File: config.mk
export PLATFORM = sky130hd
export DESIGN_NAME = bcdbinary_seq
export DESIGN_NICKNAME = d
export VERILOG_FILES = /design/src/rtl/bcdbinary_seq.sv
export SDC_FILE = /design/constraint.sdc
export NUM_CORES = 1
export LEC_CHECK = 0
export CAP_MARGIN = 0
export CORE_UTILIZATION = 45
export DETAILED_ROUTE_END_ITERATION = 12
export PLACE_DENSITY = 0.72
export SYNTH_ARGS = -nofsm -noshare
export SYNTH_HDL_FRONTEND = slang
export SYNTH_SLANG_ARGS = --single-unit
File: constraint.sdc
create_clock -name clk -period 1.17 [get_ports clk]
set_input_delay 0.351 -clock clk [delete_from_list [all_inputs] [get_ports clk]]
set_output_delay 0.351 -clock clk [all_outputs]
set_load 0.02 [all_outputs]
File: src/rtl/bcdbinary_seq.sv
// Sequential packed-BCD to binary converter using a reverse double-dabble loop.
// Optional macro BCDBIN_ERRCHK_EN: flag and short-circuit words with nibbles above 9.
module bcdbinary_seq #(
  parameter int DIGITS = 4,
  parameter int BIN_W  = 14
) (
  input  logic                clk,
  input  logic                rst,
  input  logic                in_valid,
  output logic                in_ready,
  input  logic [4*DIGITS-1:0] bcd_in,
  output logic                out_valid,
  input  logic                out_ready,
  output logic [BIN_W-1:0]    bin_out,
  output logic                err
);

  localparam int BCD_W = 4 * DIGITS;
  localparam int CNT_W = $clog2(BIN_W + 1);

  typedef enum logic [1:0] {
    IDLE = 2'd0,
    CONV = 2'd1,
    DONE = 2'd2
  } state_t;

  state_t             state_q, state_d;
  logic [BCD_W-1:0]   bcd_q, bcd_d;
  logic [BIN_W-1:0]   bin_q, bin_d;
  logic [CNT_W-1:0]   cnt_q, cnt_d;
  logic               in_ready_q, in_ready_d;
  logic               out_valid_q, out_valid_d;
  logic [BCD_W-1:0]   shift_bcd;
  logic [BIN_W-1:0]   shift_bin;

  // A shifted digit >= 8 picked up a 1 from the digit above (worth 5 here, not 8).
  function automatic logic [BCD_W-1:0] adjust_digits(input logic [BCD_W-1:0] v);
    logic [BCD_W-1:0] r;
    r = v;
    for (int i = 0; i < DIGITS; i++) begin
      if (r[4*i+3]) begin
        r[4*i +: 4] = r[4*i +: 4] - 4'd3;
      end
    end
    return r;
  endfunction

`ifdef BCDBIN_ERRCHK_EN
  logic err_q, err_d;

  function automatic logic has_bad_nibble(input logic [BCD_W-1:0] v);
    logic bad;
    bad = 1'b0;
    for (int i = 0; i < DIGITS; i++) begin
      if (v[4*i +: 4] > 4'd9) begin
        bad = 1'b1;
      end
    end
    return bad;
  endfunction
`endif

  assign {shift_bcd, shift_bin} = {bcd_q, bin_q} >> 1;

  always_comb begin
    state_d     = state_q;
    bcd_d       = bcd_q;
    bin_d       = bin_q;
    cnt_d       = cnt_q;
    in_ready_d  = in_ready_q;
    out_valid_d = out_valid_q;
`ifdef BCDBIN_ERRCHK_EN
    err_d       = err_q;
`endif
    case (state_q)
      IDLE: begin
        if (in_valid) begin
          bcd_d      = bcd_in;
          bin_d      = '0;
          cnt_d      = CNT_W'(BIN_W);
          in_ready_d = 1'b0;
          state_d    = CONV;
`ifdef BCDBIN_ERRCHK_EN
          err_d      = 1'b0;
          if (has_bad_nibble(bcd_in)) begin
            bcd_d       = '0;
            cnt_d       = '0;
            err_d       = 1'b1;
            out_valid_d = 1'b1;
            state_d     = DONE;
          end
`endif
        end
      end
      CONV: begin
        bcd_d = adjust_digits(shift_bcd);
        bin_d = shift_bin;
        cnt_d = cnt_q - CNT_W'(1);
        if (cnt_q == CNT_W'(1)) begin
          out_valid_d = 1'b1;
          state_d     = DONE;
        end
      end
      DONE: begin
        if (out_ready) begin
          out_valid_d = 1'b0;
          in_ready_d  = 1'b1;
          state_d     = IDLE;
        end
      end
      default: begin
        out_valid_d = 1'b0;
        in_ready_d  = 1'b1;
        state_d     = IDLE;
      end
    endcase
  end

  always_ff @(posedge clk) begin
    if (rst) begin
      state_q     <= IDLE;
      bcd_q       <= '0;
      bin_q       <= '0;
      cnt_q       <= '0;
      in_ready_q  <= 1'b1;
      out_valid_q <= 1'b0;
`ifdef BCDBIN_ERRCHK_EN
      err_q       <= 1'b0;
`endif
    end else begin
      state_q     <= state_d;
      bcd_q       <= bcd_d;
      bin_q       <= bin_d;
      cnt_q       <= cnt_d;
      in_ready_q  <= in_ready_d;
      out_valid_q <= out_valid_d;
`ifdef BCDBIN_ERRCHK_EN
      err_q       <= err_d;
`endif
    end
  end

  assign in_ready  = in_ready_q;
  assign out_valid = out_valid_q;
  assign bin_out   = bin_q;
`ifdef BCDBIN_ERRCHK_EN
  assign err       = err_q;
`else
  assign err       = 1'b0;
`endif

endmodule
* Word level (Yosys, flattened, before mapping) *
Cells that the tools add are included.

word-level totals
  bits in registers = 38
  input bits = 20

operators by class
  reductions and logical operators = 6
  add/sub/neg operators = 4
  eq/ne operators = 6
  bitwise logic cells = 2
  multiplexer cells = 19

operators with widths
  operator                                             number
  case mux 16 bit (2 select lines)                     1
  case mux 14 bit (2 select lines)                     1
  2-to-1 mux 16 bit                                    1
  2-to-1 mux 4 bit                                     4
  2-to-1 mux 14 bit                                    1
  subtractor 4 x 2 -> 4 bit, second input constant     3
  AND reduction 3 bit                                  3
  case mux 4 bit (2 select lines)                      1
  2-to-1 mux 2 bit                                     3
  != test 2 bit, second input constant                 3
  case mux 1 bit (3 select lines)                      2
  case mux 2 bit (3 select lines)                      1
  equality test 4 x 1 -> 1 bit, second input constant  1
  2-to-1 mux 1 bit                                     4
  subtractor 4 x 1 -> 4 bit, second input constant     1
  equality test 2 x 1 -> 1 bit, second input constant  1
  equality test 2 bit, second input constant           1
  logical NOT 2 bit                                    1
  NOT 1 bit                                            2
  AND reduction 2 bit                                  1
  nonzero test 2 bit                                   1

* Logic depth before layout (Yosys ltp) *
  word-level depth = 3
  gate-level depth with buffers = 6
  gate-level depth less buffers = 4

* Least setup slack after synthesis *
No wires, ideal clock.

  path kind = input to register
  start = in in_valid
  end = reg bcd_q[11]
  data arrival time = 1.103 ns
  path slack = -0.056 ns
  stages on the path = 4
  cell sequence = buf_4 or3b_2 nor2_1 nor4_2

on the way
  word-level cells in the longest chain between the ends = 2

ends and longest elaborated chain
  element                               RTL line  text
  start, declared                       9         input logic in_valid,
  != test 2 bit (no source line)        -
  AND reduction 2 bit (no source line)  -
  end signal, assigned                  122       bcd_q <= '0;
  end signal, assigned                  132       bcd_q <= bcd_d;
  end, declared                         28        logic [BCD_W-1:0] bcd_q, bcd_d;

Every way passes these cells.
A chain may end at the register's enable or synchronous reset.

* Worst setup path in the final report *
  start = reg state_q[0]
  end = reg bcd_q[6]

on the way
  word-level cells in the longest chain between the ends = 3
  elaborated cells between the ends (all ways) = 6
  those cells by class = eq/ne (2); mux (1); reduce/logical (3)

ends and longest elaborated chain
  element                                                               RTL line  text
  start, declared                                                       27        state_t state_q, state_d;
  start signal, assigned                                                131       state_q <= state_d;
  equality test 2 x 1 -> 1 bit or logical NOT 2 bit (tied branches)     75        case (state_q)
  nonzero test 2 bit (no source line) or != test 2 bit (tied branches)  -
  AND reduction 2 bit (no source line)                                  -

Parallel ways exist; a longest one is shown, timed or not.

==> impl_metrics.csv <==
group,metric,value,unit
clock_tree,cts_tree,"yes",
critical_path,reg2reg_depth,6,
status,violations,"negative setup slack",
critical_path,crit_type,"reg -> reg",
floorplanning,design.core.area,3720,µm²
drt,firstDrtPassIters,4,
yosys,synthCells,188,
drt,routed_wl,5380,µm
drt,vias,1721,
yosys,yosysMostFrequentCell,"dfxtp_1",
critical_path,cp_num_cells,6,
timing,period_share,113,%
yosys,synth_common_cells,"38 x dfxtp_1, 33 x nor2_1, 18 x a22oi_1",
placed_design,numPortBuffers,35,
floorplanning,rows,22,
yosys,syn_nets,213,
yosys,ys_async_sr_fraction,0,%
timing,rsz0062_at_grt,"true",
yosys,synth.distinct_cells,35,
clock_tree,htreeDepth,2,
critical_path,cp-start-kind,"flip-flop",
clock_tree,holdBufCountCts,0,
timing,setup_slack,-0.148,ns
yosys,ys_ff_latch,38,
timing,holdWs,0.489,ns
global_routing,met2_usage,43.7,%
cells_and_area,syn2layout_area_growth,60.1,%
placed_design,dpl.hpwl,3220,µm
global_routing,overflow,0,
status,outcome,"finished, violations left",
clock_tree,insertion_delay,0.29,ns
yosys,synth.largest_area_cell,"dfxtp_1",
placed_design,gp_congestion,0.761,
pwr,intPower,2470,µW
yosys,yosys.area.top_type_share,43.2,%
timing,slew_violations,0,
cells_and_area,final_nets,290,
critical_path,path_delay_family,"compound AO/OA/AOI/OAI gates",
pwr,max-vdd-ir-drop,962,µV
cells_and_area,fin_cells,314,
pwr,p_sw_share,30.7,%
timing,fmaxAchievable,759,MHz
worst_hold_path,hp-class,"reg -> reg",
global_routing,grt_pass1_wl,7820,µm
global_routing,top_usage_layer,"met2",
critical_path,rrSetupSlack,-0.15,ns
global_routing,grt_max_degree,22,
pwr,seq_power_share,42.5,%
yosys,syn_area_per_cell,9.36,µm²
critical_path,required,1.39,ns
timing,hold_viol,0,
pwr,clockPowerShare,26.3,%
worst_hold_path,min_from,"bcd_q[14]$_SDFFE_PP0P_",
critical_path,crit_buf_inv,3,
floorplanning,dieHeight,64.5,µm
drt,wire_per_inst,17.1,µm
drt,avgViaCountPerCell,5.48,
critical_path,worstPathCellList,"buf_6 > o21bai_4 > buf_12 > buf_4 > a22oi_2 > o22ai_1",
yosys,syn_area,1760,µm²
pwr,combPwrFrac,31.1,%
pwr,static-leakage-power,0.00115,µW
pwr,p_per_area,1260,nW/µm²
clock_tree,cts_inserted_buffers,5,
floorplanning,initial_utilization,47.4,%
timing,final-setup-viol-count,31,
critical_path,worstSetupEndpointType,"flip-flop",
timing,finClkSkew,0.00552,ns
critical_path,reg2reg_from,"state_q[0]$_SDFFE_PP0P_",
floorplanning,pin_count,37,
floorplanning,die_w,64.5,µm
critical_path,cp_max_fo,5,
clock_tree,path_clk_slew,0.08,ns
yosys,yosys_warnings,0,
global_routing,first_global_vias,1720,
global_routing,antenna_found_initial,0,
global_routing,grt_use_met1,27.8,%
drt,drt-initial-drc-count,94,
global_routing,track_usage,24.5,%
worst_hold_path,holdPathEnd,"bcd_q[14]$_SDFFE_PP0P_",
critical_path,r2r_end,"bcd_q[6]$_SDFFE_PP0P_",
yosys,synth_edf_count,0,
cells_and_area,drive_gt1_share,47.0,%
drt,ant_nets,0,
run,drv_cap,0,
floorplanning,die_area,4170,µm²
clock_tree,clockRootBuffer,"clkbuf_8",
timing,period_needed,1.32,ns
global_routing,grt_use_met3,7.57,%
clock_tree,clock_sinks,38,
clock_tree,clockBufferDepth,2,
timing,fin_setup_tns,-1.98,ns
placed_design,dp.cells,295,
drt,drc,0,
pwr,switching_power,1090,µW
yosys,yosys-top-cells-area,"dfxtp_1 43%, a22oi_1 7.7%, nor2_1 7.0%",
worst_hold_path,hold_depth,2,
critical_path,crit_arrival,1.54,ns
critical_path,critPathSlowestCell,"dfxtp_4",
critical_path,critPathMaxStageDelay,0.37,ns
cells_and_area,n_antenna_cell,0,
yosys,ys_seq_area_share,43.2,%
yosys,ys.flop_type,"dfxtp_1",
[per-layer routing]
layer	vias up	routed length (µm)
met2	39	2980
met1	843	2120
met5	-	0
met4	0	59
met3	7	217
li1	832	-
[through the flow]
step           instance area, µm²  utilization (%)  setup slack [ns]  power, µW
2_1_floorplan                1790                -            0.0106       2010
3_3_place_gp                 2400             64.6            -0.552       2280
3_5_place_dp                 2400             64.6            -0.620       2330
4_1_cts                      2590             69.7            -0.102       3370
5_1_grt                      2820             75.8            -0.190       3730
6_report                     2820             75.8            -0.148       3560
[flip-flops by register name (all words and copies together), names as in the netlist]
signal and cells:
out_valid 1, bcd_q 16, state_q 2, cnt_q 4, bin_out 14, in_ready 1
[power by group through the flow]
stage	Combinational [µW]	Sequential (µW)	Clock [µW]
after global routing	1190	1520	1020
after detailed placement	805	1520	0
after floorplan	502	1510	0
after CTS	919	1500	952
after global placement	772	1510	0
final	1110	1510	938
[timing repair]
item	CTS	global route
endpoints found under the setup margin	53	45
setup buffers	5	4
resized for setup	103	44
pin swaps	15	32
cloned	0	2
[cells in the final DEF, fill, tap and decap left out, types with 4 or more instances in the layout]
| master | n |
|---|---|
| clkbuf_8 | 6 |
| buf_6 | 13 |
| a21oi_2 | 4 |
| a22oi_2 | 17 |
| nand2_1 | 4 |
| nor3_1 | 7 |
| nor2_1 | 30 |
| ha_1 | 5 |
| buf_4 | 46 |
| o22ai_1 | 4 |
| nand2b_1 | 5 |
| dfxtp_1 | 33 |
| nor2b_1 | 6 |
| clkdlybuf4s50_1 | 17 |
[cell type report]
cell class,count,area [µm²]
Clock inverter,1,5.00
Sequential cell,38,772
Inverter,2,7.51
Clock buffer,7,86.3
Tap cell,48,60.1
Timing Repair Buffer,85,787
Multi-Input combinational cell,133,1100
Fill cell,264,898
[cells by family after synthesis]
logic type	synth area share (%)
compound gates	21.5
xor+xnor	2.99
fa+ha+maj	3.55
buf+inv	6.54
flops	43.2
other cells	0.213
simple gates	22.0
[worst max-delay path by stage]
stage                                  startpoint                      to  slack [ns]
final                     state_q[0]$_SDFFE_PP0P_   bcd_q[6]$_SDFFE_PP0P_       -0.15
after global placement                   in_valid  bcd_q[12]$_SDFFE_PP0P_       -0.55
after global routing      state_q[0]$_SDFFE_PP0P_   bcd_q[6]$_SDFFE_PP0P_       -0.19
after detailed placement                 in_valid  bcd_q[13]$_SDFFE_PP0P_       -0.62
after CTS                 state_q[1]$_SDFFE_PP0P_   cnt_q[3]$_SDFFE_PP0P_       -0.10
after floorplan           state_q[0]$_SDFFE_PP0P_   bcd_q[5]$_SDFFE_PP0P_        0.01
[worst min-delay path, stage by stage (launching register included)]
cell     delay, ns
dfxtp_1       0.31
nor2_1        0.09
nor3_1        0.05
No activity file was read; power rests on OpenSTA's default activity.
